**src/rtl/spi_flash_responder.sv**
```systemverilog
// SPI NOR-flash responder (mode 0): oversampled pins, READ / RDID decode, byte-wide memory port.
// Define SPI_FLASH_FAST_READ_EN to also accept FAST_READ (0x0B) with an 8-clock dummy phase.
module spi_flash_responder #(
  parameter int unsigned ADDR_W   = 24,
  parameter logic [23:0] JEDEC_ID = 24'hEF4016
) (
  input  logic              clk,
  input  logic              rst,
  input  logic              spi_cs_n,
  input  logic              spi_sck,
  input  logic              spi_mosi,
  output logic              spi_miso,
  output logic              spi_miso_oe,
  output logic              mem_rd,
  output logic [ADDR_W-1:0] mem_addr,
  input  logic [7:0]        mem_rdata,
  output logic              cmd_err
);

  localparam logic [7:0] OP_READ = 8'h03;
  localparam logic [7:0] OP_RDID = 8'h9F;
`ifdef SPI_FLASH_FAST_READ_EN
  localparam logic [7:0] OP_FAST_READ = 8'h0B;
`endif
  localparam logic [ADDR_W-1:0] ADDR_INC = {{(ADDR_W-1){1'b0}}, 1'b1};

  typedef enum logic [2:0] {
    ST_IDLE   = 3'd0,
    ST_CMD    = 3'd1,
    ST_ADDR   = 3'd2,
`ifdef SPI_FLASH_FAST_READ_EN
    ST_DUMMY  = 3'd3,
`endif
    ST_DATA   = 3'd4,
    ST_ID     = 3'd5,
    ST_IGNORE = 3'd6
  } state_t;

  state_t state_r, state_next_s;

  logic [1:0]        cs_sync_r, sck_sync_r, mosi_sync_r;
  logic              cs_prev_r, sck_prev_r;
  logic              cs_s, mosi_s, cs_fall_s, sck_rise_s, sck_fall_s;
  logic              cmd_done_s, addr_done_s;
  logic [7:0]        cmd_byte_s;
  logic [23:0]       addr_word_s;
  logic [4:0]        bit_cnt_r;
  logic [22:0]       rx_shift_r;
  logic [6:0]        tx_shift_r;
  logic [7:0]        next_buf_r;
  logic [ADDR_W-1:0] addr_r, mem_addr_r;
  logic              mem_rd_r, rd_pend_r, first_r, miso_r, miso_oe_r, cmd_err_r;
`ifdef SPI_FLASH_FAST_READ_EN
  logic              fast_r, dummy_done_s;
`endif

  // Pin synchronizers and previous-value flops; CS resets "low" so a held-low CS never looks like a fresh fall.
  always_ff @(posedge clk) begin
    if (rst) begin
      cs_sync_r   <= 2'b00;
      sck_sync_r  <= 2'b00;
      mosi_sync_r <= 2'b00;
      cs_prev_r   <= 1'b0;
      sck_prev_r  <= 1'b0;
    end else begin
      cs_sync_r   <= {cs_sync_r[0], spi_cs_n};
      sck_sync_r  <= {sck_sync_r[0], spi_sck};
      mosi_sync_r <= {mosi_sync_r[0], spi_mosi};
      cs_prev_r   <= cs_sync_r[1];
      sck_prev_r  <= sck_sync_r[1];
    end
  end

  assign cs_s        = cs_sync_r[1];
  assign mosi_s      = mosi_sync_r[1];
  assign cs_fall_s   = cs_prev_r & ~cs_s;
  assign sck_rise_s  = ~cs_s & sck_sync_r[1] & ~sck_prev_r;
  assign sck_fall_s  = ~cs_s & ~sck_sync_r[1] & sck_prev_r;
  assign cmd_byte_s  = {rx_shift_r[6:0], mosi_s};
  assign addr_word_s = {rx_shift_r, mosi_s};
  assign cmd_done_s  = (state_r == ST_CMD) && sck_rise_s && (bit_cnt_r == 5'd7);
  assign addr_done_s = (state_r == ST_ADDR) && sck_rise_s && (bit_cnt_r == 5'd23);
`ifdef SPI_FLASH_FAST_READ_EN
  assign dummy_done_s = (state_r == ST_DUMMY) && sck_rise_s && (bit_cnt_r == 5'd7);
`endif

  // State register.
  always_ff @(posedge clk) begin
    if (rst) begin
      state_r <= ST_IDLE;
    end else begin
      state_r <= state_next_s;
    end
  end

  // Next-state decode; a high CS overrides every state.
  always_comb begin
    state_next_s = state_r;
    if (cs_s) begin
      state_next_s = ST_IDLE;
    end else begin
      case (state_r)
        ST_IDLE: begin
          if (cs_fall_s) state_next_s = ST_CMD;
          else           state_next_s = ST_IDLE;
        end
        ST_CMD: begin
          if (cmd_done_s) begin
            case (cmd_byte_s)
              OP_READ:      state_next_s = ST_ADDR;
              OP_RDID:      state_next_s = ST_ID;
`ifdef SPI_FLASH_FAST_READ_EN
              OP_FAST_READ: state_next_s = ST_ADDR;
`endif
              default:      state_next_s = ST_IGNORE;
            endcase
          end else begin
            state_next_s = ST_CMD;
          end
        end
        ST_ADDR: begin
          if (addr_done_s) begin
`ifdef SPI_FLASH_FAST_READ_EN
            if (fast_r) state_next_s = ST_DUMMY;
            else        state_next_s = ST_DATA;
`else
            state_next_s = ST_DATA;
`endif
          end else begin
            state_next_s = ST_ADDR;
          end
        end
`ifdef SPI_FLASH_FAST_READ_EN
        ST_DUMMY: begin
          if (dummy_done_s) state_next_s = ST_DATA;
          else              state_next_s = ST_DUMMY;
        end
`endif
        ST_DATA, ST_ID, ST_IGNORE: state_next_s = state_r;
        default:                   state_next_s = ST_IDLE;
      endcase
    end
  end

  // Shift registers, memory reads and MISO; the fall right after entering DATA/ID is skipped (bit_cnt_r == 0).
  always_ff @(posedge clk) begin
    if (rst) begin
      bit_cnt_r  <= 5'd0;
      rx_shift_r <= 23'd0;
      tx_shift_r <= 7'd0;
      next_buf_r <= 8'd0;
      addr_r     <= {ADDR_W{1'b0}};
      mem_addr_r <= {ADDR_W{1'b0}};
      mem_rd_r   <= 1'b0;
      rd_pend_r  <= 1'b0;
      first_r    <= 1'b0;
      miso_r     <= 1'b0;
      miso_oe_r  <= 1'b0;
      cmd_err_r  <= 1'b0;
`ifdef SPI_FLASH_FAST_READ_EN
      fast_r     <= 1'b0;
`endif
    end else begin
      mem_rd_r  <= 1'b0;
      cmd_err_r <= 1'b0;
      rd_pend_r <= mem_rd_r;
      miso_oe_r <= (state_next_s == ST_DATA) || (state_next_s == ST_ID);
      case (state_r)
        ST_IDLE: begin
          bit_cnt_r  <= 5'd0;
          rx_shift_r <= 23'd0;
          first_r    <= 1'b0;
        end
        ST_CMD: begin
          if (sck_rise_s) begin
            rx_shift_r <= {rx_shift_r[21:0], mosi_s};
            bit_cnt_r  <= bit_cnt_r + 5'd1;
          end
          if (cmd_done_s) begin
            bit_cnt_r <= 5'd0;
`ifdef SPI_FLASH_FAST_READ_EN
            fast_r    <= (cmd_byte_s == OP_FAST_READ);
`endif
            if (state_next_s == ST_ID) begin
              rx_shift_r <= JEDEC_ID[22:0];
              miso_r     <= JEDEC_ID[23];
            end
            if (state_next_s == ST_IGNORE) cmd_err_r <= 1'b1;
          end
        end
        ST_ADDR: begin
          if (sck_rise_s) begin
            rx_shift_r <= {rx_shift_r[21:0], mosi_s};
            bit_cnt_r  <= bit_cnt_r + 5'd1;
          end
          if (addr_done_s) begin
            bit_cnt_r <= 5'd0;
            addr_r    <= addr_word_s[ADDR_W-1:0];
            if (state_next_s == ST_DATA) begin
              mem_rd_r   <= 1'b1;
              mem_addr_r <= addr_word_s[ADDR_W-1:0];
              first_r    <= 1'b1;
            end
          end
        end
`ifdef SPI_FLASH_FAST_READ_EN
        ST_DUMMY: begin
          if (sck_rise_s) bit_cnt_r <= bit_cnt_r + 5'd1;
          if (dummy_done_s) begin
            bit_cnt_r  <= 5'd0;
            mem_rd_r   <= 1'b1;
            mem_addr_r <= addr_r;
            first_r    <= 1'b1;
          end
        end
`endif
        ST_DATA: begin
          if (rd_pend_r) begin
            if (first_r) begin
              tx_shift_r <= mem_rdata[6:0];
              miso_r     <= mem_rdata[7];
              first_r    <= 1'b0;
            end else begin
              next_buf_r <= mem_rdata;
            end
          end
          if (sck_rise_s) begin
            bit_cnt_r <= bit_cnt_r + 5'd1;
          end else if (sck_fall_s) begin
            if (bit_cnt_r == 5'd8) begin
              tx_shift_r <= next_buf_r[6:0];
              miso_r     <= next_buf_r[7];
              bit_cnt_r  <= 5'd0;
            end else if (bit_cnt_r != 5'd0) begin
              miso_r     <= tx_shift_r[6];
              tx_shift_r <= {tx_shift_r[5:0], 1'b0};
              if (bit_cnt_r == 5'd1) begin
                mem_rd_r   <= 1'b1;
                mem_addr_r <= addr_r + ADDR_INC;
                addr_r     <= addr_r + ADDR_INC;
              end
            end
          end
        end
        ST_ID: begin
          if (sck_rise_s) begin
            bit_cnt_r <= 5'd1;
          end else if (sck_fall_s && (bit_cnt_r == 5'd1)) begin
            miso_r     <= rx_shift_r[22];
            rx_shift_r <= {rx_shift_r[21:0], 1'b1};
          end
        end
        ST_IGNORE: bit_cnt_r <= 5'd0;
        default:   bit_cnt_r <= 5'd0;
      endcase
      if ((state_next_s != ST_DATA) && (state_next_s != ST_ID)) miso_r <= 1'b0;
    end
  end

  assign spi_miso    = miso_r;
  assign spi_miso_oe = miso_oe_r;
  assign mem_rd      = mem_rd_r;
  assign mem_addr    = mem_addr_r;
  assign cmd_err     = cmd_err_r;

endmodule

```
**config.mk**
```make
export PLATFORM = sky130hd
export DESIGN_NAME = spi_flash_responder
export DESIGN_NICKNAME = d
export VERILOG_FILES = /design/src/rtl/spi_flash_responder.sv
export SDC_FILE = /design/constraint.sdc
export NUM_CORES = 1
export LEC_CHECK = 0
export CAP_MARGIN = 20
export CELL_PAD_IN_SITES_DETAIL_PLACEMENT = 2
export CELL_PAD_IN_SITES_GLOBAL_PLACEMENT = 2
export CORE_MARGIN = 2
export CORE_UTILIZATION = 42
export DETAILED_ROUTE_END_ITERATION = 12
export DONT_BUFFER_PORTS = 1
export PLACE_DENSITY = 0.95
export SYNTH_ARGS = -nofsm -noshare
export SYNTH_HDL_FRONTEND = slang
export SYNTH_SLANG_ARGS = --single-unit
export TNS_END_PERCENT = 10
```
**constraint.sdc**
```tcl
create_clock -name clk -period 3.7 [get_ports clk]
set_input_delay 0.37 -clock clk [delete_from_list [all_inputs] [get_ports clk]]
set_output_delay 0.37 -clock clk [all_outputs]
set_load 0.01 [all_outputs]
```
==> results by group <==
Worst setup path
  • CP Max Fanout: 12
  • Critical path startpoint category: flip-flop
  • Worst Path Arrival: 3.24 ns
  • Crit end category: flip-flop
  • Crit Path Class: flip-flop to flip-flop
  • Critical Path RT: 4.01 ns

Clock tree
  • Post-CTS Hold Buffers: 0
  • Htree depth: 3
  • CTS tree: done
  • Clk_lat worst skew: 0.36 ns
  • Clock transition at path regs: 0.07 ns
  • CTS root buf: clkbuf_16
  • Deepest clock path buffer count: 2
  • Clk sinks: 108
  • Post-CTS Repair Setup Buffers: 0
  • Total CTS buffers: 9
  • PostCTS Resize Cnt: 0

STA
  • Slew headroom: 29.8%
  • Final Hold Viols: 0
  • Pins Over Slew Limit: 0
  • Setup Skew: 0.00990 ns
  • Final setup vio count: 0
  • TNS Setup: 0 ns
  • Final period util: 79.4%
  • WHS: 0.0890 ns
  • Minimum clock period: 2.94 ns
  • Worst-Margin Slew: 1.05 ns
  • Max Fclk: 341 MHz
  • RSZ-0062 raised after global routing: no

Placement
  • Placed insts: 777
  • Post-DP HPWL: 14000 microns
  • Area after DPL: 5440 sq um
  • Final RePlAce weighted congestion: 0.825
  • # port buffers: 0

Synthesis
  • Synth top area cells: dfxtp_1 (40%), nand2_1 (6.6%), a21oi_1 (3.9%), a22o_1 (3.4%), o21ai_0 (3.0%)
  • Mapped Avg Cell Area: 8.35 sq um
  • Cell count after synthesis: 644
  • Sequential element share of the synthesized area: 40.2%
  • Area share of the largest cell type after synthesis: 40.2%
  • Post-synth EDFFs: 0
  • Post-Syn Nets: 662
  • Leading area contributor after synthesis: dfxtp_1
  • Synthesis Warnings: 0
  • Ys async rst share: 0%
  • Seq cells post-synth: 108
  • Synth Flop Type: dfxtp_1
  • Synth unique cells: 73
  • Post-Syn Area: 5380 sq um

GRT
  • Largest net degree at the start of global routing: 61
  • Met2 Use GR: 52.5%
  • GR peak layer: met2
  • Met1 Use GR: 35.1%
  • Vias in the first global route: 5495
  • First-pass GRT wire length: 31300 microns
  • Initial antenna violation count: 0
  • Grt total ovfl: 0
  • All-Layer GR Usage: 30.3%
  • Met3 GRT Util: 5.46%

Final layout
  • Nets@finish: 634
  • Most frequent cells in the layout: dfxtp_1 (108), nand2_1 (95), a21oi_1 (42)
  • Commonest non-fill, non-tap cell in the layout: dfxtp_1
  • Proportion of layout cells with a drive suffix above 1: 5.98%
  • Area delta synth->final: 6.58%
  • Layout fillers: 1386
  • Final Cell Area: 5730 sq um
  • Non-Filler Instances: 791
  • Final core occ: 45.6%
  • N_diodes: 0
  • Sequential cell area: 2160 sq um
  • Multi-input gate area: 2990 sq um

Routing
  • DR WL/cell: 25.7 microns
  • Post-route ant nets: 0
  • WL final: 20400 microns
  • Pre-antenna DRT Iters: 5
  • DR iter-0 viols: 333
  • Vias per cell: 6.56
  • Via count: 5186
  • DRC: 0

Floorplan
  • Initial core utilization: 42.8%
  • Num ports: 41
  • DIE HEIGHT: 117 microns
  • Core area: 12600 sq um
  • Die ar.: 13700 sq um
  • Die Width: 117 microns
  • # rows: 41

Flow run
  • MaxCap Viol Count: 0

Power
  • Pwr per Cell Area: 385 nW/um^2
  • Max VDD drop: 0.196 mV
  • Leakage power: 1.99 nW

Run status
  • Status: finished, final reports clean

Hold path
  • Hold Crit Class: input port to flip-flop
-- flip-flops by register name (all words and copies together), names as in the netlist, 2 cells and up --
signal / count
state_r: 3
cs_sync_r: 2
sck_sync_r: 2
next_buf_r: 8
rx_shift_r: 23
mem_addr: 24
mosi_sync_r: 2
bit_cnt_r: 5
addr_r: 24
tx_shift_r: 7
-- worst max-delay path, cell delays in order, from the launching register on --
cell and delay (ns):
dfxtp_1 0.37, inv_1 0.14, ha_1 0.28, or3b_1 0.56
o21ai_1 0.72, o21ai_0 0.31, a31oi_1 0.34, o21a_1 0.16
-- cells by family after synthesis --
family                   after synthesis  synth area share (%)
AND/OR/NAND/NOR                      267                  26.5
AO/OA/AOI/OAI                        184                  23.4
flip-flops                           108                  40.2
buffers and inverters                 54                  4.26
XOR/XNOR                              14                  2.28
multiplexers                          12                  2.26
adder cells (fa/ha/maj)                5                  1.16
-- cells in the mapped netlist, types with 7 or more instances --
library cell and count:
a211oi_1 11, a21o_1 9, a21oi_1 42, a22o_1 21
a31oi_1 13, and2_1 7, and3_1 7, buf_2 12
clkbuf_1 26, dfxtp_1 108, inv_1 9, mux2i_1 11
nand2_1 95, nand2b_1 10, nand3_1 23, nand4_1 15
nor2_1 40, nor2b_1 11, nor3_1 10, o21a_1 9
o21ai_0 32, xnor2_1 7, xor2_1 7
-- metal layers --
metal | vias up | part of all wire [%]
met1 | 2625 | 39
met5 | - | 0
met2 | 192 | 50
met3 | 73 | 5.3
li1 | 2296 | -
met4 | 0 | 5.0
-- path summary, 6_finish.rpt --
kind	slack [ns]	end	from	cells after the start
worst max-delay path	0.76	tx_shift_r[6]$_SDFFE_PP0N_	bit_cnt_r[0]$_SDFFE_PP0P_	7
worst min-delay path	0.09	mem_addr[23]$_SDFFE_PP0P_	rst	1
worst max register to register	0.76	tx_shift_r[6]$_SDFFE_PP0N_	bit_cnt_r[0]$_SDFFE_PP0P_	7
worst min register to register	0.45	sck_sync_r[1]$_SDFF_PP0_	sck_sync_r[0]$_SDFF_PP0_	1
-- through the flow --
| stage | power [mW] | worst slack (ns) |
|---|---|---|
| floorplan | 1.23 | 1.68 |
| global placement | 1.23 | 1.15 |
| detailed placement | 1.23 | 0.930 |
| CTS | 2.21 | 0.843 |
| global route | 2.26 | 0.547 |
| finish | 2.21 | 0.763 |
-- power by group --
group          leakage, nW  switching [mW]  internal [mW]
logic                0.979          0.0252         0.0120
clock network        0.145           0.445          0.555
registers            0.871         0.00595           1.17
total                 1.99           0.477           1.73
-- final cells by class --
type | count | area share [%]
sequential | 108 | 37.7
multi-input combinational | 482 | 52.2
timing repair buffer | 4 | 0.524
clock buffer | 12 | 4.47
inverter | 11 | 0.720
clock inverter | 2 | 0.611
tap | 172 | 3.75
No activity file was read; power rests on OpenSTA's default activity.
